==> src/rtl/serial_deserializer_pkg.sv <==
// -----------------------------------------------------------------------------
// serial_deserializer_pkg
// Shared definitions for the bit-serial receive path.
//   - deser_state_t : deserializer FSM state encoding
//   - DEFAULT_WORD_W : default parallel word width
// Optional feature macro used by importers: DESER_PARITY_EN
// -----------------------------------------------------------------------------
package serial_deserializer_pkg;

    localparam int DEFAULT_WORD_W = 8;

    typedef enum logic [1:0] {
        ST_SHIFT  = 2'd0,
        ST_PARITY = 2'd1,
        ST_HOLD   = 2'd2
    } deser_state_t;

endpackage : serial_deserializer_pkg

==> src/rtl/serial_bit_counter.sv <==
// -----------------------------------------------------------------------------
// serial_bit_counter
// Frame bit counter for bit-serial datapaths. Counts 0..WIDTH-1 and wraps to 0
// on the increment after WIDTH-1. Shared by serializer and deserializer sides.
//
// Ports:
//   clk   in   clock
//   rstn  in   synchronous active-low reset (count -> 0)
//   clr   in   synchronous clear (count -> 0), priority over en
//   en    in   advance the count by one
//   count out  current bit index (CNT_W bits)
//   last  out  count == WIDTH-1
// -----------------------------------------------------------------------------
module serial_bit_counter #(
    parameter  int WIDTH = 8,
    localparam int CNT_W = $clog2(WIDTH)
) (
    input  logic             clk,
    input  logic             rstn,
    input  logic             clr,
    input  logic             en,
    output logic [CNT_W-1:0] count,
    output logic             last
);

    logic [CNT_W-1:0] r_count;

    assign last  = (r_count == CNT_W'(WIDTH - 1));
    assign count = r_count;

    always_ff @(posedge clk) begin
        if (!rstn) begin
            r_count <= '0;
        end else if (clr) begin
            r_count <= '0;
        end else if (en) begin
            // Explicit wrap so non-power-of-two widths restart cleanly.
            if (last) begin
                r_count <= '0;
            end else begin
                r_count <= r_count + 1'b1;
            end
        end
    end

endmodule : serial_bit_counter

==> src/rtl/serial_deserializer.sv <==
// -----------------------------------------------------------------------------
// serial_deserializer
// Collects a bit-serial stream (LSB first) into WIDTH-bit words and presents
// each completed word on a valid/ready port. One output slot plus the shift
// register itself acting as a hold buffer gives lossless 1 bit/cycle operation
// while the consumer keeps word_ready high.
//
// Optional feature: define DESER_PARITY_EN to append one even-parity bit to
// every frame; word_perr then reports the parity check result for word_o.
// Without it the frame is WIDTH bits and word_perr is tied to 0.
//
// Ports:
//   clk         in   clock
//   rstn        in   synchronous active-low reset
//   clr         in   synchronous abort, drops the partial/held frame
//   bit_in      in   serial data bit
//   bit_valid   in   bit_in valid this cycle
//   bit_ready   out  a bit can be accepted this cycle
//   word_o      out  assembled word, bit 0 = first bit received
//   word_valid  out  word_o holds an unconsumed word
//   word_ready  in   consumer accepts word_o
//   word_perr   out  parity error flag for word_o
//   busy        out  partial frame in progress
//   bit_index   out  index of next data bit expected
//
// state     | meaning
// ----------+-----------------------------------------------------------
// ST_SHIFT  | collecting data bits, bit_ready = 1
// ST_PARITY | data complete, waiting for the parity bit (feature only)
// ST_HOLD   | complete frame parked in the shift register, bit_ready = 0
// -----------------------------------------------------------------------------
module serial_deserializer
    import serial_deserializer_pkg::*;
#(
    parameter  int WIDTH = DEFAULT_WORD_W,
    localparam int CNT_W = $clog2(WIDTH)
) (
    input  logic             clk,
    input  logic             rstn,
    input  logic             clr,
    input  logic             bit_in,
    input  logic             bit_valid,
    output logic             bit_ready,
    output logic [WIDTH-1:0] word_o,
    output logic             word_valid,
    input  logic             word_ready,
    output logic             word_perr,
    output logic             busy,
    output logic [CNT_W-1:0] bit_index
);

    deser_state_t     r_state;
    logic [WIDTH-1:0] r_shift;
    logic [WIDTH-1:0] r_word;
    logic             r_word_valid;
    logic             r_bit_ready;

    logic             w_bit_acc;
    logic             w_data_acc;
    logic             w_last;
    logic             w_slot_free;
    logic             w_consume;

    assign w_bit_acc   = bit_valid && r_bit_ready && !clr;
    assign w_data_acc  = w_bit_acc && (r_state == ST_SHIFT);
    assign w_consume   = r_word_valid && word_ready;
    // The output slot can take a new word if it is empty or being emptied now.
    assign w_slot_free = !r_word_valid || word_ready;

    serial_bit_counter #(
        .WIDTH (WIDTH)
    ) u_bit_counter (
        .clk   (clk),
        .rstn  (rstn),
        .clr   (clr),
        .en    (w_data_acc),
        .count (bit_index),
        .last  (w_last)
    );

`ifdef DESER_PARITY_EN
    logic r_perr;
    logic r_perr_hold;
    logic w_perr_calc;

    // Even parity: XOR of all data bits and the parity bit must be 0.
    assign w_perr_calc = (^r_shift) ^ bit_in;

    always_ff @(posedge clk) begin
        if (!rstn) begin
            r_state      <= ST_SHIFT;
            r_shift      <= '0;
            r_word       <= '0;
            r_word_valid <= 1'b0;
            r_bit_ready  <= 1'b0;
            r_perr       <= 1'b0;
            r_perr_hold  <= 1'b0;
        end else begin
            // Consumption clears the slot unless a new word lands below.
            if (w_consume) begin
                r_word_valid <= 1'b0;
            end
            if (clr) begin
                r_state     <= ST_SHIFT;
                r_shift     <= '0;
                r_bit_ready <= 1'b1;
                r_perr_hold <= 1'b0;
            end else begin
                case (r_state)
                    ST_SHIFT: begin
                        r_bit_ready <= 1'b1;
                        if (w_bit_acc) begin
                            r_shift[bit_index] <= bit_in;
                            if (w_last) begin
                                r_state <= ST_PARITY;
                            end
                        end
                    end
                    ST_PARITY: begin
                        r_bit_ready <= 1'b1;
                        if (w_bit_acc) begin
                            if (w_slot_free) begin
                                r_word       <= r_shift;
                                r_perr       <= w_perr_calc;
                                r_word_valid <= 1'b1;
                                r_state      <= ST_SHIFT;
                            end else begin
                                r_perr_hold  <= w_perr_calc;
                                r_bit_ready  <= 1'b0;
                                r_state      <= ST_HOLD;
                            end
                        end
                    end
                    ST_HOLD: begin
                        if (w_consume) begin
                            r_word       <= r_shift;
                            r_perr       <= r_perr_hold;
                            r_word_valid <= 1'b1;
                            r_bit_ready  <= 1'b1;
                            r_state      <= ST_SHIFT;
                        end else begin
                            r_bit_ready  <= 1'b0;
                        end
                    end
                    default: begin
                        r_state     <= ST_SHIFT;
                        r_bit_ready <= 1'b1;
                    end
                endcase
            end
        end
    end

    assign word_perr = r_perr;
`else
    logic [WIDTH-1:0] w_frame;

    // Full frame including the bit being accepted this cycle, so the word can
    // be loaded on the same edge as the last bit.
    always_comb begin
        w_frame            = r_shift;
        w_frame[bit_index] = bit_in;
    end

    always_ff @(posedge clk) begin
        if (!rstn) begin
            r_state      <= ST_SHIFT;
            r_shift      <= '0;
            r_word       <= '0;
            r_word_valid <= 1'b0;
            r_bit_ready  <= 1'b0;
        end else begin
            if (w_consume) begin
                r_word_valid <= 1'b0;
            end
            if (clr) begin
                r_state     <= ST_SHIFT;
                r_shift     <= '0;
                r_bit_ready <= 1'b1;
            end else begin
                case (r_state)
                    ST_SHIFT: begin
                        r_bit_ready <= 1'b1;
                        if (w_bit_acc) begin
                            r_shift[bit_index] <= bit_in;
                            if (w_last) begin
                                if (w_slot_free) begin
                                    r_word       <= w_frame;
                                    r_word_valid <= 1'b1;
                                end else begin
                                    // Shift register becomes the hold buffer.
                                    r_bit_ready  <= 1'b0;
                                    r_state      <= ST_HOLD;
                                end
                            end
                        end
                    end
                    ST_HOLD: begin
                        if (w_consume) begin
                            r_word       <= r_shift;
                            r_word_valid <= 1'b1;
                            r_bit_ready  <= 1'b1;
                            r_state      <= ST_SHIFT;
                        end else begin
                            r_bit_ready  <= 1'b0;
                        end
                    end
                    default: begin
                        r_state     <= ST_SHIFT;
                        r_bit_ready <= 1'b1;
                    end
                endcase
            end
        end
    end

    assign word_perr = 1'b0;
`endif

    assign bit_ready  = r_bit_ready;
    assign word_o     = r_word;
    assign word_valid = r_word_valid;
    assign busy       = (bit_index != '0) || (r_state != ST_SHIFT);

endmodule : serial_deserializer
==> config.mk <==
export PLATFORM = sky130hd
export DESIGN_NAME = serial_deserializer
export DESIGN_NICKNAME = d
export VERILOG_FILES = /design/src/rtl/serial_deserializer_pkg.sv /design/src/rtl/serial_bit_counter.sv /design/src/rtl/serial_deserializer.sv
export SDC_FILE = /design/constraint.sdc
export NUM_CORES = 1
export LEC_CHECK = 0
export ABC_AREA = 0
export CAP_MARGIN = 0
export CORE_UTILIZATION = 45
export CTS_CLUSTER_DIAMETER = 100
export CTS_CLUSTER_SIZE = 16
export DETAILED_ROUTE_END_ITERATION = 6
export DONT_BUFFER_PORTS = 1
export PLACE_DENSITY_LB_ADDON = 0.2
export SLEW_MARGIN = 20
export SYNTH_ARGS = -nofsm -noshare
export SYNTH_HDL_FRONTEND = slang
export SYNTH_HIERARCHICAL = 1
export SYNTH_SLANG_ARGS = --single-unit
==> constraint.sdc <==
create_clock -name clk -period 2.3 [get_ports clk]
set_input_delay 0.69 -clock clk [delete_from_list [all_inputs] [get_ports clk]]
set_output_delay 0.69 -clock clk [all_outputs]
set_load 0.03 [all_outputs]
Yosys cells after proc, flatten, opt, wreduce, memory -nomap -nowiden
Index checks and enable logic that the tools add are counted.
{ "word_totals": {"regBits": 23, "latchBits": 0, "ramBits": 0, "mem_bits_ro": 0, "input_bits": 6, "out_inout_bits": 15, "word_cells": 62, "n_memories": 0} }
{ "classes": {"n_addsub": 1, "mul": 0, "div_mod_pow": 0, "magnitude_cmp": 2, "eq_ne": 7, "shifts": 0, "mux": 27, "n_bitwise": 2, "n_reduce_logical": 17} }
{ "ops": {"columns": ["op", "n"], "rows": [
  ["$mux W8", 4],
  ["$pmux W8 S2", 1],
  ["$mux W1", 12],
  ["$bwmux W8", 1],
  ["$mux W2", 4],
  ["$ne A2 B2 Y1 const B", 4],
  ["$reduce_and A6 Y1", 1],
  ["$logic_and A1 B1 Y1", 5],
  ["$lt A3 B4 Y1 const B", 1],
  ["$pmux W1 S2", 2],
  ["$pmux W2 S2", 1],
  ["$reduce_and A4 Y1", 1],
  ["$reduce_bool A2 Y1", 2],
  ["$add A3 B1 Y3 const B", 1],
  ["$demux W1 S3", 1],
  ["$eq A3 B3 Y1 const B", 1],
  ["$ge A3 B1 Y1 const B", 1],
  ["$mux W3", 1],
  ["$reduce_bool A3 Y1", 1],
  ["$eq A2 B2 Y1 const B", 1],
  ["$logic_not A1 Y1", 2],
  ["$logic_not A2 Y1", 1],
  ["$logic_or A1 B1 Y1", 2],
  ["$ne A2 B1 Y1 const B", 1],
  ["other kinds (3)", 4]
]} }

Depth between registers and ports, before layout
{ "logic_depth": {"word_depth": 9, "depth_mapped": 7, "mapped_depth_nobuf": 6} }

By module
The synthesis kept the hierarchy.
{ "by_module_without_submodules": {"columns": ["mod", "instances", "cells_each", "area_each_um2", "seq_area_each_um2"], "rows": [
  ["serial_deserializer", 1, 106, 969.7, 380.4],
  ["serial_bit_counter", 1, 13, 142.6, 60.1]
]} }

Least setup slack after synthesis
Ideal clock, no wire load.
{ "synth_path": {"kind": "register to register", "startpoint": "reg u_bit_counter.r_count[0] (netlist: u_bit_counter/count[0])", "endpoint": "reg r_word[5] (netlist: word_o[5])", "setup_time_ps": 116, "t_arrival_ps": 1804, "required_time_ps": 2184, "path_slack_ps": 379, "path_stages_with_launch": 7, "path_buffers": 0, "path_cell_list": "dfxtp_1 ha_1 ha_1 nand3_1 a221oi_4 o311ai_0 o211a_1"} }
{ "synth_between": {"word_cells_on_any_way": 13, "classes_between": "2 x order compare; 2 x eq/ne; 7 x mux; 2 x reduce/logical"} }
{ "synth_lines": {"columns": ["element", "line", "source"], "rows": [
  ["start, declared", "serial_bit_counter.sv:26", "logic [CNT_W-1:0] r_count;"],
  ["start signal, assigned", "serial_bit_counter.sv:41", "r_count <= r_count + 1'b1;"],
  ["$eq A3 B3 Y1", "serial_bit_counter.sv:28", "assign last = (r_count == CNT_W'(WIDTH - 1));"],
  ["net w_last", "serial_deserializer.sv:60", "logic w_last;"],
  ["$ne A2 B1 Y1 (no line)", null, null],
  ["$reduce_and A6 Y1 (no line)", null, null],
  ["end signal, assigned", "serial_deserializer.sv:188", "r_word <= w_frame;"],
  ["end signal, assigned", "serial_deserializer.sv:200", "r_word <= r_shift;"],
  ["end, declared", "serial_deserializer.sv:54", "logic [WIDTH-1:0] r_word;"]
]} }
The timed path passes the listed nets, and every way through them passes these cells. The select of a mux whose other input is x is not followed.
A chain may end at the register's enable or synchronous reset.

Worst setup path in the final report
{ "layout_path": {"startpoint": "reg r_state[1]", "endpoint": "out busy"} }
{ "layout_between": {"elab_chain_len": 2} }
{ "layout_lines": {"columns": ["element", "line", "source"], "rows": [
  ["start, declared", "serial_deserializer.sv:52", "deser_state_t r_state;"],
  ["start signal, assigned", "serial_deserializer.sv:167", "r_state <= ST_SHIFT;"],
  ["start signal, assigned", "serial_deserializer.sv:177", "r_state <= ST_SHIFT;"],
  ["start signal, assigned", "serial_deserializer.sv:193", "r_state <= ST_HOLD;"],
  ["$reduce_bool A2 Y1", "serial_deserializer.sv:223", "assign busy = (bit_index != '0) || (r_state != ST_SHIFT);"],
  ["$logic_or A1 B1 Y1", "serial_deserializer.sv:223", null],
  ["end, declared", "serial_deserializer.sv:48", "output logic busy,"]
]} }
Every way passes these cells.

==> impl_metrics.tcl <==
set metrics [dict create \
    postCtsSetupBuffers 0 \
    yosysSeqAreaShare 0.396 \
    ys_warn_count 6 \
    core_mm2 0.00228 \
    start_kind "register" \
    cp_data_arrival_time_ps 1450 \
    min_path_type "primary input to register" \
    end_kind "primary output" \
    hold_ws_ps 491 \
    cts_tree "yes" \
    port_buffers 0 \
    power_uw 709 \
    synth_edf_count 0 \
    clkSinkCount 22 \
    maxCapViolCount 0 \
    cp_cell_sequence "or4_4" \
    drt_iter0_markers 9 \
    synthesis.nets 127 \
    finalSetupViolations 0 \
    die_area_mm2 0.00267 \
    cp.required_ps 1610 \
    crit_buf_inv 0 \
    clk_pin_slew_ps 120 \
    clkLatencyLatePin_ps 310 \
    netlist_instances 119 \
    synth.avg_cell_area_um2 9.35 \
    ctsHoldBuffers 0 \
    overflow 0 \
    ant_nets 0 \
    power_leakage_uw 0.000446 \
    outcome "completed" \
    wl_per_cell_um 14.4 \
    path_class "register to primary output" \
    via_per_inst 5.77 \
    crit_family "simple AND/OR/NAND/NOR gates" \
    layout_common_cells "dfxtp_1, nor2_1, mux2i_1, buf_4, nand2_1" \
    slowest_delay_ps 680 \
    rsz0062_at_grt "no" \
    drc 0 \
    cts_buffer_depth 2 \
    diodes 0 \
    drive_gt1_frac 0.148 \
    mappedNetlistArea_mm2 0.00111 \
    final_nets 131 \
    ys_types 36 \
    ioPinCount 21 \
    setup_tns_ps 0 \
    timing.fmax_mhz 468 \
    fin_crit_ps 2140 \
    layout_commonest_cell "dfxtp_1" \
    antenna_found_initial 0 \
    dpl.hpwl_um 1650 \
    grt_pass1_vias 791 \
    die_h_um 51.7 \
    clock_skew_ps 3.80 \
    maxSlewViolCount 0 \
    vdd_drop_max_mv 0.566 \
    wl_um 2160 \
    synthFlopType "dfxtp_1" \
    die_w_um 51.7 \
    min_period_over_period 0.929 \
    num_vias 865 \
    worst_path_max_delay_cell "or4_4" \
    grtUsageTotal 0.181 \
    fill_cells 215 \
    drt_pre_antenna_iters 6 \
    grt_start_max_net_pins 14 \
    ys_ff_latch 22 \
    hold_violations 0 \
    instances_no_fill 150 \
    rows 17 \
    timing.final.ws_setup_ps 162 \
    power-per-cell-area_mw_per_mm2 594 \
    pre_cts_slack_ps 406 \
    crit_fanout 13 \
    numCtsBuffers 3 \
    dp.cells 146 \
    initial_utilization 0.489 \
    ys_async_sr_fraction 0 \
    areaGrowthSynthToFinish_pct 7.20 \
    cts_resized 0 \
    cts_root_buf "clkbuf_4" \
    grt_pass1_wl_um 3530 \
    place.gp.congestion 0.784 \
    htreeDepth 1 \
]
[cells by family (layout without fill, tap and decap cells)]
family,after synthesis,in the layout,synth area share
AND/OR/NAND/NOR,48,48,0.228
flip-flops,22,22,0.396
AO/OA/AOI/OAI,21,21,0.165
multiplexers,13,13,0.117
buffers and inverters,12,15,0.0675
adder cells (fa/ha/maj),2,2,0.0225
other,1,1,0.00337
[worst paths after layout]
check,end,startpoint,cells past startpoint,slack [ps]
max,busy,r_state[1],1,160
min,bit_ready,rstn,1,490
max reg2reg,word_o[6],u_bit_counter/count[0],7,400
min reg2reg,r_shift[4],r_shift[4],2,500
[where the power goes]
part           switching, µW  total [µW]  internal [µW]  leakage, µW
combinational           20.0        30.4           10.4     0.000241
clock                    118         294            176    0.0000279
sequential              1.24         384            383     0.000178
[flip-flops by register name (all words and copies together) (netlist names)]
register,count
bit_ready,1
u_bit_counter/count,3
r_shift,8
word_o,8
word_valid,1
r_state,1
[final cells by class]
| class | count | area, µm² | area share |
|---|---|---|---|
| clock buffers | 3 | 22.5 | 0.0189 |
| clock inverters | 1 | 30.0 | 0.0252 |
| inverters | 4 | 15.0 | 0.0126 |
| multi-input cells | 85 | 597 | 0.501 |
| flip-flops and latches | 22 | 440 | 0.369 |
| well taps | 28 | 35.0 | 0.0294 |
| repair buffers | 7 | 52.6 | 0.0441 |
[worst reg2reg max path, delay by kind of cell (launching register included)]
family	cells	cell delay, ps
adder cells (fa/ha/maj)	2	350
flip-flops	1	360
AND/OR/NAND/NOR	2	200
AO/OA/AOI/OAI	2	680
buffers and inverters	1	240
[cells in the mapped netlist, drive strengths merged, types with 4 or more instances]
cell type / n / share of area
nor2: 17 / 0.057
clkbuf: 4 / 0.017
o211a: 5 / 0.045
nor4: 4 / 0.022
nand2b: 6 / 0.036
nand2: 6 / 0.020
mux2i: 13 / 0.12
dfxtp: 22 / 0.40
buf: 4 / 0.037
inv: 4 / 0.013
nor3: 4 / 0.018
o21ai: 5 / 0.022
[per-layer routing]
layer  track usage  vias to the layer above  routed length (µm)
li1              -                      432                   -
met4        0.0405                        0                   9
met1         0.219                      409                 962
met3        0.0643                        2                 119
met5             0                        -                   0
met2         0.307                       22                1070
[metrics by stage]
step                area, µm²  utilization
floorplan                1110            -
global placement         1140        0.501
detailed placement       1140        0.501
CTS                      1190        0.524
global route             1190        0.524
finish                   1190        0.524
No activity file was read; power rests on OpenSTA's default activity.
